==> config.mk <==
export PLATFORM = sky130hd
export DESIGN_NAME = dcache_ctrl
export DESIGN_NICKNAME = d
export VERILOG_FILES = /design/src/rtl/cache_pkg.sv /design/src/rtl/dcache_sram.sv /design/src/rtl/dcache_ctrl.sv
export SDC_FILE = /design/constraint.sdc
export NUM_CORES = 2
export LEC_CHECK = 0
export CAP_MARGIN = 15
export CORE_ASPECT_RATIO = 2
export CORE_MARGIN = 4
export CORE_UTILIZATION = 25
export CTS_CLUSTER_SIZE = 24
export DETAILED_ROUTE_END_ITERATION = 8
export DONT_BUFFER_PORTS = 1
export GPL_ROUTABILITY_DRIVEN = 1
export SLEW_MARGIN = 20
export SYNTH_ARGS = -nofsm -noshare
export SYNTH_HDL_FRONTEND = slang
export SYNTH_MEMORY_MAX_BITS = 65536
export SYNTH_SLANG_ARGS = --single-unit
==> constraint.sdc <==
create_clock -name clk_i -period 14.76 [get_ports clk_i]
set_clock_uncertainty 0.05 [all_clocks]
set_input_delay 2.214 -clock clk_i [delete_from_list [all_inputs] [get_ports clk_i]]
set_output_delay 2.214 -clock clk_i [all_outputs]
set_load 0.05 [all_outputs]
==> src/rtl/cache_pkg.sv <==
// Shared types, geometry and address-slicing helpers for the direct-mapped L1 data cache.
package cache_pkg;
  localparam int SETS      = 16;
  localparam int LINE_BITS = 256;
  localparam int OFFSET_W  = 5;
  localparam int INDEX_W   = $clog2(SETS);
  localparam int TAG_W     = 32 - INDEX_W - OFFSET_W;
  localparam int WORDS     = LINE_BITS / 32;
  localparam int WSEL_W    = $clog2(WORDS);

  typedef enum logic [1:0] {
    IDLE      = 2'd0,
    WRITEBACK = 2'd1,
    REFILL    = 2'd2,
    FILL      = 2'd3
  } state_e;

  function automatic logic [INDEX_W-1:0] addr_index(input logic [31:0] addr);
    return INDEX_W'(addr >> OFFSET_W);
  endfunction

  function automatic logic [TAG_W-1:0] addr_tag(input logic [31:0] addr);
    return TAG_W'(addr >> (OFFSET_W + INDEX_W));
  endfunction

  function automatic logic [WSEL_W-1:0] addr_wsel(input logic [31:0] addr);
    return WSEL_W'(addr >> 2);
  endfunction
endpackage

==> src/rtl/dcache_sram.sv <==
// Tag/valid/dirty/data storage: combinational read of one set, posedge write of a full line or one word.
module dcache_sram
  import cache_pkg::*;
(
  input  logic                 clk_i,
  input  logic                 start_i,
  input  logic [INDEX_W-1:0]   idx_i,
  input  logic                 line_we_i,
  input  logic                 word_we_i,
  input  logic [WSEL_W-1:0]    wsel_i,
  input  logic [31:0]          word_i,
  input  logic [TAG_W-1:0]     tag_i,
  input  logic [LINE_BITS-1:0] line_i,
  output logic [TAG_W-1:0]     tag_o,
  output logic                 valid_o,
  output logic                 dirty_o,
  output logic [LINE_BITS-1:0] line_o
);
  logic [SETS-1:0]      valid_q, valid_d;
  logic [SETS-1:0]      dirty_q, dirty_d;
  logic [TAG_W-1:0]     tag_mem  [SETS];
  logic [LINE_BITS-1:0] data_mem [SETS];

  assign tag_o   = tag_mem[idx_i];
  assign valid_o = valid_q[idx_i];
  assign dirty_o = dirty_q[idx_i];
  assign line_o  = data_mem[idx_i];

  // A line fill leaves the set clean; a word merge marks it dirty.
  always_comb begin
    valid_d = valid_q;
    dirty_d = dirty_q;
    if (line_we_i) begin
      valid_d[idx_i] = 1'b1;
      dirty_d[idx_i] = 1'b0;
    end else if (word_we_i) begin
      dirty_d[idx_i] = 1'b1;
    end
  end

  always_ff @(posedge clk_i or negedge start_i) begin
    if (!start_i) begin
      valid_q <= '0;
      dirty_q <= '0;
    end else begin
      valid_q <= valid_d;
      dirty_q <= dirty_d;
    end
  end

  always_ff @(posedge clk_i) begin
    if (line_we_i) begin
      data_mem[idx_i] <= line_i;
      tag_mem[idx_i]  <= tag_i;
    end else if (word_we_i) begin
      data_mem[idx_i][{wsel_i, 5'b0} +: 32] <= word_i;
    end
  end
endmodule

==> src/rtl/dcache_ctrl.sv <==
// Direct-mapped write-back, write-allocate L1 data cache controller: hit logic, miss FSM, memory handshake.
module dcache_ctrl
  import cache_pkg::*;
(
  input  logic                 clk_i,
  input  logic                 start_i,
  input  logic [31:0]          cpu_addr_i,
  input  logic [31:0]          cpu_data_i,
  input  logic                 cpu_MemRead_i,
  input  logic                 cpu_MemWrite_i,
  output logic [31:0]          cpu_data_o,
  output logic                 cpu_stall_o,
  output logic                 mem_enable_o,
  output logic                 mem_write_o,
  output logic [31:0]          mem_addr_o,
  output logic [LINE_BITS-1:0] mem_data_o,
  input  logic [LINE_BITS-1:0] mem_data_i,
  input  logic                 mem_ack_i
);
  state_e               state_q, state_d;
  logic [LINE_BITS-1:0] fill_q, fill_d;
  logic [INDEX_W-1:0]   idx;
  logic [TAG_W-1:0]     tag;
  logic [WSEL_W-1:0]    wsel;
  logic [TAG_W-1:0]     rd_tag;
  logic                 rd_valid, rd_dirty;
  logic [LINE_BITS-1:0] rd_line;
  logic                 req, hit, line_we, word_we, stall;

  assign idx  = addr_index(cpu_addr_i);
  assign tag  = addr_tag(cpu_addr_i);
  assign wsel = addr_wsel(cpu_addr_i);
  assign req  = cpu_MemRead_i | cpu_MemWrite_i;
  assign hit  = req & rd_valid & (rd_tag == tag);

  dcache_sram u_sram (
    .clk_i     (clk_i),
    .start_i   (start_i),
    .idx_i     (idx),
    .line_we_i (line_we),
    .word_we_i (word_we),
    .wsel_i    (wsel),
    .word_i    (cpu_data_i),
    .tag_i     (tag),
    .line_i    (fill_q),
    .tag_o     (rd_tag),
    .valid_o   (rd_valid),
    .dirty_o   (rd_dirty),
    .line_o    (rd_line)
  );

  always_comb begin
    state_d      = state_q;
    fill_d       = fill_q;
    stall        = 1'b0;
    line_we      = 1'b0;
    word_we      = 1'b0;
    cpu_data_o   = '0;
    mem_enable_o = 1'b0;
    mem_write_o  = 1'b0;
    mem_addr_o   = '0;
    mem_data_o   = '0;
    unique case (state_q)
      IDLE: begin
        if (req & ~hit) begin
          stall   = 1'b1;
          state_d = rd_dirty ? WRITEBACK : REFILL;
        end else if (hit & cpu_MemWrite_i) begin
          word_we = 1'b1;
        end else if (hit) begin
          cpu_data_o = rd_line[{wsel, 5'b0} +: 32];
        end
      end
      WRITEBACK: begin
        stall        = 1'b1;
        mem_enable_o = 1'b1;
        mem_write_o  = 1'b1;
        mem_addr_o   = {rd_tag, idx, OFFSET_W'(0)};
        mem_data_o   = rd_line;
        if (mem_ack_i) state_d = REFILL;
      end
      REFILL: begin
        stall        = 1'b1;
        mem_enable_o = 1'b1;
        mem_addr_o   = {tag, idx, OFFSET_W'(0)};
        if (mem_ack_i) begin
          fill_d  = mem_data_i;
          state_d = FILL;
        end
      end
      FILL: begin
        stall   = 1'b1;
        line_we = 1'b1;
        state_d = IDLE;
      end
      default: state_d = IDLE;
    endcase
  end

  // Reset forces the stall low even while a miss request is still being presented.
  assign cpu_stall_o = stall & start_i;

  always_ff @(posedge clk_i or negedge start_i) begin
    if (!start_i) state_q <= IDLE;
    else          state_q <= state_d;
  end

  always_ff @(posedge clk_i) begin
    fill_q <= fill_d;
  end
endmodule
==> metrics.md <==
| Metric | Value |
|---|---|
| Most used cell, CP | buf_16 |
| Initial antenna violation count | 257 |
| WS Path Type | in -> out |
| Total clock buffers created by CTS | 442 |
| Starting density of the core | 25.06% |
| Final-report hold violation count | 0 |
| Final setup TNS | 0 ps |
| Die width | 618.3 um |
| DRT Wirelength | 645000 um |
| PD cells | 144.0 nW/um^2 |
| Critical path endpoint category | output port |
| Vias in the first global route | 88957 |
| CP bufs+invs | 8 |
| # resized after CTS | 0 |
| Number of max-cap violations | 0 |
| Status | finished clean |
| FF+latch area | 142600 sq um |
| Sequential share of the synthesized area | 76.56% |
| CTS tree | built |
| Max_slew headroom | 16.16% |
| TritonRoute pass-1 iters | 6 |
| Die Ht | 1229 um |
| EDFF count, synth | 4720 |
| DP HPWL | 422900 um |
| Total grt overflow | 0 |
| Post-DR vias/cell | 4.890 |
| Area delta synth->final | 15.50% |
| H-tree level count | 5 |
| Max clock buf depth | 5 |
| Family with the most delay on the worst path | buffers and inverters |
| Fin. max-slew vios | 0 |
| Fraction of layout cells with a size suffix above 1 | 31.52% |
| Worst setup margin | 3329 ps |
| Post-Layout Cell Count | 18737 |
| Post-synth top cells | 4720 x edfxtp_1, 1386 x mux4_2, 278 x clkbuf_1 |
| Port-buffer cells | 0 |
| Library cells used by synthesis | 65 |
| Critical path peak fanout | 142 |
| Post-CTS setup buffer count | 0 |
| Clk root buf | clkbuf_16 |
| Largest net degree at the start of global routing | 143 |
| CP Data Required Time | 12500 ps |
| Clk Latency, worst-skew pair | 1050 ps |
| Fill cells | 72279 |
| Netlist Area Pre-Place | 186300 sq um |
| Area of the multi-input gates | 43160 sq um |
| WL/cell | 34.42 um |
| Fmax | 87.48 MHz |
| CP arrival | 9170 ps |
| Top area cells in the synthesized netlist | edfxtp_1 76%, mux4_2 17%, mux2_2 1.4%, and2_1 0.89%, clkbuf_1 0.56% |
| DP Cell Count | 17862 |
| Post-synth ARST share | 0.7152% |
| DRT antenna net count | 0 |
| Ys flop type | edfxtp_1 |
| Die Area | 759700 sq um |
| Via count | 91616 |
| Placement Cell Area | 201200 sq um |
| Register bit total from synthesis | 4754 |
| Most used standard cell by instance count after synthesis | edfxtp_1 |
| Global-route wire length before repair | 844600 um |
| Crit-path slowest cell | a2111oi_2 |
| Std-Cell Rows | 448 |
| Final nets | 8746 |
| CP peak stage delay | 940 ps |
| Global Route Usage Sum | 16.47% |
| Yosys warning count | 0 |
| I/O pin count | 648 |
| Pre-CTS worst setup slack | 3484 ps |
| Gate Count Post-Synth | 8129 |
| Total core area | 743300 sq um |
| GP Congestion | 0.8046 |
| Tightest Pin Transition | 1258 ps |
| Post-CTS Hold Buffers | 0 |
| Top-area cell type share of the netlist area | 76.10% |
| CP Launch Type | input port |
| Leakage power | 64.78 nW |
| Period utilization | 77.44% |
| Finished Cell Area | 215100 sq um |
| DRC Markers | 0 |
| Peak VDD IR | 0.0001377 V |
| Final setup vio count | 0 |
| RSZ-0062 raised after global routing | no |
| Hold/Removal Path Class | reg -> reg |
| Area leader, netlist | edfxtp_1 |
| Worst-path cell chain | buf_16 > buf_16 > buf_16 > buf_16 > buf_16 > buf_16 > buf_16 > mux4_2 > mux4_2 > mux4_2 > nor2_1 > a2111oi_2 > buf_6 |
| Sinks on the clock net | 4754 |
| Clock Pin Slew Worst Setup and Hold Paths | 60 ps |
| Fin crit period | 11430 ps |
| Syn_area_per_cell | 22.91 sq um |
| DRT iter0 DRCs | 12998 |
[worst reg2reg max path: stages (launching register included)]
cell and delay [ps]:
dfrtp_1 450, ha_1 230, buf_4 210, inv_8 590, and3_1 650, nand2b_1 140
nor4b_1 640, nand4_1 470, buf_4 570, a21oi_4 970, buf_4 480
[stage by stage]
stage          hold slack [ps]  utilization [%]  total power [W]
2_1_floorplan            378.7                -          0.01849
4_1_cts                  415.8            28.88          0.03121
6_report                 413.1            28.94          0.03099
5_1_grt                  429.9            28.92          0.03189
3_3_place_gp             393.4            27.03          0.02020
3_5_place_dp             397.0            27.07          0.02029
[final cells by class]
type / count / area share, %
flip-flops and latches: 4754 / 66.28
multi-input cells: 2841 / 20.06
well taps: 9900 / 5.758
clock buffers: 530 / 5.315
repair buffers: 310 / 1.444
clock inverters: 249 / 0.9189
inverters: 62 / 0.1140
diodes: 91 / 0.1059
[registers in the layout, indices dropped and copies added (netlist names), named ones only]
name	cells
fill_q	256
u_sram.valid_q	16
u_sram.tag_mem	368
u_sram.data_mem	4096
state_q	2
[path summary, 6_finish.rpt]
path                            slack, ps                           from                          endpoint  cells after the start
worst max register to register       8960         state_q[0]$_DFFE_PN0P_  u_sram.data_mem[5][24]$_DFFE_PP_                     10
worst max-delay path                 3330                  cpu_addr_i[6]                     cpu_data_o[7]                     13
max in group asynchronous           13700                        start_i     u_sram.valid_q[3]$_DFFE_PN0P_                      0
worst min register to register        410  u_sram.valid_q[8]$_DFFE_PN0P_     u_sram.valid_q[8]$_DFFE_PN0P_                      1
worst min-delay path                  410  u_sram.valid_q[8]$_DFFE_PN0P_     u_sram.valid_q[8]$_DFFE_PN0P_                      1
min in group asynchronous             860                        start_i    u_sram.valid_q[13]$_DFFE_PN0P_                      0
[cells in the final DEF (no fill, tap or decap), drive strengths merged, types with 5 or more instances in the layout]
master	n
nand3	29
nor4	7
bufinv	24
nand4	21
clkinv	185
nor3	12
mux2i	105
clkbuf	530
conb	5
and3	12
o211ai	7
a2111oi	23
xnor2	13
ha	10
edfxtp	4720
nand2b	54
o21ai	30
nor2	153
buf	310
mux2	249
nand2	145
nor2b	27
inv	85
diode	91
xor2	7
o22ai	34
and2	266
a22oi	46
dfrtp	34
mux4	1386
a21oi	152
clkinvlp	17
[cells by family after synthesis]
logic type	count (synthesis)	share of synthesized area [%]
XOR/XNOR	20	0.09405
AND/OR/NAND/NOR	744	2.100
buffers and inverters	538	1.275
adder cells (fa/ha/maj)	10	0.06718
AO/OA/AOI/OAI	322	1.074
other	1	0.002013
multiplexers	1740	18.83
flip-flops	4754	76.56
[routing by layer]
metal  vias up  routed length (um)  global-route usage [%]
met5         -                 180                       0
met3       958               72430                   5.126
met2      5294              308100                   26.36
li1      34992                   -                       -
met1     50344              238400                   20.90
met4        28               25840                   6.188
[report_power, final]
group	internal [W]	switching [W]	leakage, nW
clock	0.00594	0.00508	6.55
combinational	0.000878	0.00298	15.2
sequential	0.0159	0.000243	43.0
total	0.0227	0.00830	64.8
(Power assumes the default switching activity.)
